==> src/rtl/sfp_port_ctrl.sv <==
// sfp_port_ctrl: per-port SFP cage manager (tx_disable sequencing, TX_FAULT recovery, RX_LOS debounce, status LED)
//   clk_i              system clock
//   resetn_i           synchronous active-low reset
//   port_en_i          per-port software enable (level)
//   clear_fault_i      per-port 1-cycle pulse releasing a port from LOCKOUT
//   sfp_tx_fault_i     cage TX_FAULT pins (async)
//   sfp_rx_loss_i      cage RX_LOS pins (async)
//   sfp_tx_disable_o   cage TX_DISABLE (1 = laser off)
//   link_ok_o          port in RUN with LOS clear and no fault
//   fault_latched_o    port in LOCKOUT
//   port_state_o       FSM state, port i at [3i+2:3i]
//   led_o              status LED
module sfp_port_ctrl #(
    parameter int NUM_PORTS   = 2,
    parameter int T_INIT_CYC  = 30000000,
    parameter int T_RESET_CYC = 1000,
    parameter int DEB_CYC     = 100000,
    parameter int MAX_RETRY   = 3,
    parameter int BLINK_CYC   = 25000000
) (
    input  logic                   clk_i,
    input  logic                   resetn_i,
    input  logic [NUM_PORTS-1:0]   port_en_i,
    input  logic [NUM_PORTS-1:0]   clear_fault_i,
    input  logic [NUM_PORTS-1:0]   sfp_tx_fault_i,
    input  logic [NUM_PORTS-1:0]   sfp_rx_loss_i,
    output logic [NUM_PORTS-1:0]   sfp_tx_disable_o,
    output logic [NUM_PORTS-1:0]   link_ok_o,
    output logic [NUM_PORTS-1:0]   fault_latched_o,
    output logic [3*NUM_PORTS-1:0] port_state_o,
    output logic                   led_o
);
    localparam int TW = $clog2((T_INIT_CYC > T_RESET_CYC ? T_INIT_CYC : T_RESET_CYC) + 1);
    localparam int RW = $clog2(MAX_RETRY + 1);
    localparam int DW = $clog2(DEB_CYC + 1);
    localparam int BW = $clog2(BLINK_CYC + 1);
    localparam logic [TW-1:0] TMR_MAX  = {TW{1'b1}};
    localparam logic [TW-1:0] INIT_END = TW'(T_INIT_CYC - 1);
    localparam logic [TW-1:0] RST_END  = TW'(T_RESET_CYC - 1);
    localparam logic [DW-1:0] DEB_END  = DW'(DEB_CYC - 1);
    localparam logic [BW-1:0] BLK_END  = BW'(BLINK_CYC - 1);
    typedef enum logic [2:0] {DISABLED, INIT, RUN, FAULT_RST, FAULT_WAIT, LOCKOUT} state_t;
    for (genvar p = 0; p < NUM_PORTS; p++) begin : g_port
        state_t          state_q, state_d;
        logic [TW-1:0]   tmr_q, tmr_d;
        logic [RW-1:0]   rty_q, rty_d;
        logic [DW-1:0]   deb_q, deb_d;
        logic            los_q, los_d;
        logic            fault_m_q, fault_s_q, los_m_q, los_s_q;
        logic            tx_dis_q, link_q, lock_q;
        always_comb begin
            state_d = state_q;
            tmr_d   = (tmr_q == TMR_MAX) ? tmr_q : tmr_q + 1'b1;
            rty_d   = rty_q;
            case (state_q)
                DISABLED: begin
                    tmr_d = '0;
                    rty_d = '0;
                    state_d = INIT;
                end
                INIT: if (tmr_q == INIT_END) begin
                    state_d = RUN;
                    tmr_d   = '0;
                end
                RUN: begin
                    tmr_d = '0;
                    rty_d = '0;
                    if (fault_s_q) begin
                        state_d = FAULT_RST;
                        rty_d   = RW'(1);
                    end
                end
                FAULT_RST: if (tmr_q == RST_END) begin
                    state_d = FAULT_WAIT;
                    tmr_d   = '0;
                end
                FAULT_WAIT: if (tmr_q == INIT_END) begin
                    tmr_d   = '0;
                    state_d = !fault_s_q ? RUN : (rty_q < RW'(MAX_RETRY)) ? FAULT_RST : LOCKOUT;
                    rty_d   = (fault_s_q && rty_q < RW'(MAX_RETRY)) ? rty_q + 1'b1 : rty_q;
                end
                LOCKOUT: begin
                    tmr_d = '0;
                    if (clear_fault_i[p]) begin
                        state_d = INIT;
                        rty_d   = '0;
                    end
                end
                default: state_d = DISABLED;
            endcase
            // Disable wins over every other event, including clear_fault.
            if (!port_en_i[p]) begin
                state_d = DISABLED;
                tmr_d   = '0;
                rty_d   = '0;
            end
        end
        // Debounced LOS follows the synchronised pin only after DEB_CYC consecutive differing cycles.
        always_comb begin
            deb_d = (los_s_q == los_q || deb_q == DEB_END) ? '0 : deb_q + 1'b1;
            los_d = (los_s_q != los_q && deb_q == DEB_END) ? los_s_q : los_q;
        end
        always_ff @(posedge clk_i) begin
            if (!resetn_i) begin
                state_q   <= DISABLED;
                tmr_q     <= '0;
                rty_q     <= '0;
                deb_q     <= '0;
                los_q     <= 1'b1;
                fault_m_q <= 1'b0;
                fault_s_q <= 1'b0;
                los_m_q   <= 1'b0;
                los_s_q   <= 1'b0;
                tx_dis_q  <= 1'b1;
                link_q    <= 1'b0;
                lock_q    <= 1'b0;
            end else begin
                state_q   <= state_d;
                tmr_q     <= tmr_d;
                rty_q     <= rty_d;
                deb_q     <= deb_d;
                los_q     <= los_d;
                fault_m_q <= sfp_tx_fault_i[p];
                fault_s_q <= fault_m_q;
                los_m_q   <= sfp_rx_loss_i[p];
                los_s_q   <= los_m_q;
                tx_dis_q  <= !(state_d == RUN || state_d == FAULT_WAIT);
                link_q    <= state_q == RUN && !los_q && !fault_s_q;
                lock_q    <= state_d == LOCKOUT;
            end
        end
        assign sfp_tx_disable_o[p]   = tx_dis_q;
        assign link_ok_o[p]          = link_q;
        assign fault_latched_o[p]    = lock_q;
        assign port_state_o[3*p+:3]  = state_q;
    end
    logic [BW-1:0] blink_q, blink_d;
    logic          led_q, led_d, any_lock;
    always_comb begin
        any_lock = |fault_latched_o;
        blink_d  = (any_lock && blink_q != BLK_END) ? blink_q + 1'b1 : '0;
        led_d    = any_lock ? (blink_q == BLK_END ? !led_q : led_q)
                            : (|port_en_i && &(link_ok_o | ~port_en_i));
    end
    always_ff @(posedge clk_i) begin
        if (!resetn_i) begin
            blink_q <= '0;
            led_q   <= 1'b0;
        end else begin
            blink_q <= blink_d;
            led_q   <= led_d;
        end
    end
    assign led_o = led_q;
endmodule
==> config.mk <==
export PLATFORM = sky130hd
export DESIGN_NAME = sfp_port_ctrl
export DESIGN_NICKNAME = d
export VERILOG_FILES = /design/src/rtl/sfp_port_ctrl.sv
export SDC_FILE = /design/constraint.sdc
export NUM_CORES = 1
export LEC_CHECK = 0
export ABC_AREA = 1
export CAP_MARGIN = 10
export CORE_UTILIZATION = 30
export DETAILED_ROUTE_END_ITERATION = 12
export DONT_BUFFER_PORTS = 1
export GPL_TIMING_DRIVEN = 0
export SYNTH_ARGS = -nofsm -noshare
export SYNTH_HDL_FRONTEND = slang
export SYNTH_SLANG_ARGS = --single-unit
==> constraint.sdc <==
create_clock -name clk_i -period 1.9 [get_ports clk_i]
set_input_delay 0.38 -clock clk_i [delete_from_list [all_inputs] [get_ports clk_i]]
set_output_delay 0.38 -clock clk_i [all_outputs]
set_load 0.01 [all_outputs]
==> results.txt, run 1 <==
----------------------------------------------------
[STA]
  RSZ-0062 raised after global routing ... false
  Largest clock skew in the final design ... 0.0107 ns
  Fmax ... 567 MHz
  Final worst setup slack ... 0.136 ns
  Final number of max-transition violations ... 0
  Hold Fails Final Rpt ... 0
  Setup TNS ... 0 ns
  Slew at the pin closest to its max-slew limit ... 0.652 ns
  Part of the cycle the worst path needs ... 92.9%
  Setup Viol. Count Final ... 0
  Headroom to the max-slew limit ... a little under three fifths
  Minimum clock period ... roughly 1.8 ns

[Route]
  Met2 Routed Length ... 8370 um
  Wire length on met1 ... 8860 um
  Final routed DRC violation total ... 0
  Count of TritonRoute iterations in the first routing pass ... 6
  Topmost layer with routed signal wires ... met4
  Remaining antenna violation count after routing ... 0
  Total number of vias ... 7,303
  Final wirelength ... 18,600 um
  Met3 routed wirelength ... 941 um
  Detailed-route wire length per cell ... ~12 um
  Via density per instance ... 4.70
  Number of DRC violations after detailed-routing iteration 0 ... 476

[Layout]
  Nets ... ~1,200
  Diode insertion count for antenna repair ... 0
  Most common cell after layout, fill and taps aside ... sky130_fd_sc_hd__nand2_1
  Fill cell total of the finished layout ... around 2,800
  Syn-to-layout area delta ... 16.2%
  Post-route standard cell area excluding fillers ... 9000 um^2
  Core Util, Final ... around 36%
  Layout Cells excl Fill ... 1,555
  Leading cell types in the layout, fill and taps excluded ... sky130_fd_sc_hd__nand2_1, sky130_fd_sc_hd__nor2_1, sky130_fd_sc_hd__inv_1
  Ratio of cells with drive above 1 in the final layout ... 13.6%

[Synth]
  Synth warn ... 0
  Adder and majority cell fraction of the synthesized area ... 1.13%
  Primary flip-flop cell chosen by synthesis mapping ... sky130_fd_sc_hd__dfxtp_1
  Top post-synthesis cells by area ... sky130_fd_sc_hd__dfxtp_1, sky130_fd_sc_hd__nand2_1, sky130_fd_sc_hd__nor2_1
  Largest family of logic cells by synthesized area ... simple AND/OR/NAND/NOR gates
  FFs w/ async S/R, synth ... 0%
  Distinct cells, synth ... 46
  Sequential-to-total area share from yosys stat ... 35.2%
  Yosys top cell area share ... 35.2%
  Cell area after technology mapping ... 7740 um^2
  Avg Synthesized Cell Area ... 6.53 um^2
  Xor and xnor area share after synthesis ... 2.71%
  Synth Net Count ... 1,203
  Simple-Gate Fraction of Synth Area ... ~44%
  Post-synthesis sequential element count ... 136
  Count of flip-flops with a built-in enable after synthesis ... 0
  Portion of netlist area occupied by mux cells ... 0%
  Area fraction in compound gates after synthesis ... 6.22%
  Area leader, netlist ... sky130_fd_sc_hd__dfxtp_1
  Post-Syn Instances ... 1,186

[Placed design]
  Detailed-placement wirelength estimate ... about 14,000 um
  Post-placement cell count ... ~1,500
  Setup slack at placement ... -0.155 ns
  Number of buffer cells added on primary ports ... 0
  Cell area after placement ... 8160 um^2
  Routability Congestion ... 0.917

[Critical path]
  Crit Reg-Reg Startpoint ... g_port[1].tmr_q[0]$_SDFF_PN0_
  Largest incremental delay on the critical path ... 0.38 ns
  Kind of critical path ... reg -> reg
  Setup crit start kind ... flip-flop
  Critical path arrival ... 2.07 ns
  Critical path data required time ... 2.21 ns
  Buffers & Inverters on Critical Path ... 0
  Critical register-to-register path endpoint ... g_port[1].rty_q[1]$_SDFFE_PN0P_
  Critical path's top delay family ... simple AND/OR/NAND/NOR gates
  CP most frequent cell ... sky130_fd_sc_hd__nand2_1
  Slowest-stage cell, CP ... sky130_fd_sc_hd__dfxtp_4
  Worst-case register-to-register setup slack ... 0.14 ns
  Cell-by-cell listing of the critical path ... ha_4 -> nand2_2 -> nor2_4 -> nand3_1 -> nor2_2 -> nand2_1 -> nand2_1 -> nand4_2 -> o21ai_1 -> nor2_1
  Number of cells traversed by the worst register-to-register path ... 10
  Critical path peak fanout ... 6
  Crit end category ... flip-flop

[Global route]
  Antenna violations before repair ... 0
  Largest net degree at the start of global routing ... 17
  GRT Overall Usage ... 14.8%
  Wire length of the first global-routing pass ... around 32,000 um
  Final global-route overflow total ... 0
  Number of global-route vias before repair ... 6,745

[Power]
  Static Leak ... 3.47 nW
  Largest voltage drop on the vdd net ... between 0.5 and 0.6 mV
  P_int ... between 5 and 6 mW
  Switching Share ... 22.2%
  Net Sw Power ... 1.44 mW
  Relative contribution of sequential cells to total power ... 44.5%
  Part of the power in combinational logic ... 2.0%
  Clock share of power ... 53.5%
  Pwr/cell area ... roughly 720 nW/um^2

[Floorplanning]
  Starting density of the core ... 30.7%
  I/O pin count ... 23
  Width of the die ... 163 um
  Vertical extent of the die ... between 150 and 200 um
  Row cnt ... 58
  Core area ... between 20,000 and 30,000 um^2
  Overall die area ... ~26,000 um^2

[Outcome]
  Outcome ... finished clean

[Worst hold path]
  Hold Path Origin ... sfp_rx_loss_i[0]
  Worst hold path depth ... 2
  Endpoint of the worst hold path ... g_port[0].los_m_q$_SDFF_PN0_
  Worst min-delay path category ... in -> reg

[Clock network]
  Clock tree root buffer cell ... sky130_fd_sc_hd__clkbuf_16
  Max H-tree Level ... 4
  Buffer levels on the longest clock path ... 2
  Number of hold buffers added after cts ... 0
  Clock input transition at the sequential cells of the worst setup and hold paths ... 0.06 ns
  Clock net sink count ... 136
  Clock latency on the worst-skew pair ... 0.42 ns
  CTS tree ... yes
  Number of buffers inserted during clock tree synthesis ... 17

[Flow run]
  Max_cap viols ... 0

----------------------------------------------------
cell type report:
class / count / area [um^2] / area share (%)
inverter: 180 / 678 / 7.54
timing repair buffer: 7 / 52.6 / 0.584
buffer: 20 / 136 / 1.52
clock buffer: 19 / 453 / 5.03
tap: 330 / 413 / 4.59
clock inverter: 13 / 169 / 1.88
multi-input combinational: 850 / 4350 / 48.4
sequential: 136 / 2740 / 30.5
power by group through the flow:
| stage | Clock [mW] | Sequential (mW) | Combinational, mW |
|---|---|---|---|
| floorplan | 0 | 2.95 | 0.100 |
| global placement | 0 | 2.96 | 0.127 |
| detailed placement | 0 | 2.96 | 0.127 |
| CTS | 3.57 | 2.90 | 0.128 |
| global route | 3.69 | 2.90 | 0.153 |
| finish | 3.48 | 2.89 | 0.131 |
stage by stage:
| stage | hold slack, ns | total power, mW |
|---|---|---|
| 6_report | 0.0542 | 6.50 |
| 5_1_grt | 0.0505 | 6.74 |
| 4_1_cts | 0.0316 | 6.60 |
| 3_5_place_dp | 0.398 | 3.09 |
| 3_3_place_gp | 0.394 | 3.09 |
| 2_1_floorplan | 0.390 | 3.05 |
registers in the layout, indices dropped and copies added (netlist names):
register / flops
g_port.lock_q: 2
g_port.rty_q: 4
g_port.deb_q: 34
g_port.tx_dis_q: 2
g_port.link_q: 2
g_port.los_s_q: 2
g_port.tmr_q: 50
g_port.fault_s_q: 2
led_o: 1
g_port.fault_m_q: 2
blink_q: 25
g_port.los_m_q: 2
g_port.los_q: 2
g_port.state_q: 6
cell usage after synthesis, types with 5 or more instances:
library cell              number
sky130_fd_sc_hd__nand4_1      35
sky130_fd_sc_hd__nor2_4        6
sky130_fd_sc_hd__or2_2         5
sky130_fd_sc_hd__nor3_1       55
sky130_fd_sc_hd__o31ai_1       5
sky130_fd_sc_hd__nor3b_1       6
sky130_fd_sc_hd__xor2_1       21
sky130_fd_sc_hd__nand3_1      75
sky130_fd_sc_hd__a21oi_1      40
sky130_fd_sc_hd__nand3_2       6
sky130_fd_sc_hd__buf_2         7
sky130_fd_sc_hd__dfxtp_1     136
sky130_fd_sc_hd__nor2_2       14
sky130_fd_sc_hd__o21ai_0      15
sky130_fd_sc_hd__buf_4         6
sky130_fd_sc_hd__nor3_2       10
sky130_fd_sc_hd__nand2_1     276
sky130_fd_sc_hd__inv_1       173
sky130_fd_sc_hd__nor4_1       12
sky130_fd_sc_hd__inv_2         7
sky130_fd_sc_hd__nor2_1      208
sky130_fd_sc_hd__ha_1          7
sky130_fd_sc_hd__a31oi_1       5
sky130_fd_sc_hd__nand2_2      13
metal layers:
metal | vias to the layer above | track usage (%)
li1 | 3840 | -
met1 | 3263 | 19.4
met2 | 170 | 23.5
met3 | 30 | 2.90
met4 | 0 | 6.24
met5 | - | 0
kinds of logic after synthesis:
| kind of cell | after synthesis |
|---|---|
| adders and majority gates | 7 |
| and+or+nand+nor | 738 |
| xor gates and xnor gates | 24 |
| DFF | 136 |
| buffers and inverters | 200 |
| AOI/OAI and AO/OA | 81 |
worst max path at each step:
stage                                              from                         endpoint  depth (start not counted)
after floorplan           g_port[1].tmr_q[0]$_SDFF_PN0_   g_port[1].tmr_q[11]$_SDFF_PN0_                         11
after detailed placement          blink_q[0]$_SDFF_PN0_           blink_q[20]$_SDFF_PN0_                          7
after global routing      g_port[0].deb_q[0]$_SDFF_PP0_   g_port[0].deb_q[16]$_SDFF_PP0_                          9
final                     g_port[1].tmr_q[0]$_SDFF_PN0_  g_port[1].rty_q[1]$_SDFFE_PN0P_                         10
after global placement            blink_q[0]$_SDFF_PN0_           blink_q[20]$_SDFF_PN0_                          7
after CTS                 g_port[0].tmr_q[0]$_SDFF_PN0_    g_port[0].tx_dis_q$_SDFF_PN1_                         12
timing repair:
action	4_1_cts	5_1_grt
setup buffers	2	5
cloned	0	0
setup endpoints to repair	50	82
gates resized for setup	6	46
pin swaps	1	11
(Power assumes the default switching activity.)
==> inputs of run 2 (changes only) <==
Settings changed: TNS_END_PERCENT from default to 100.
==> results of run 2 <==
Final layout, timing and power as in run 1 (identical DEF).
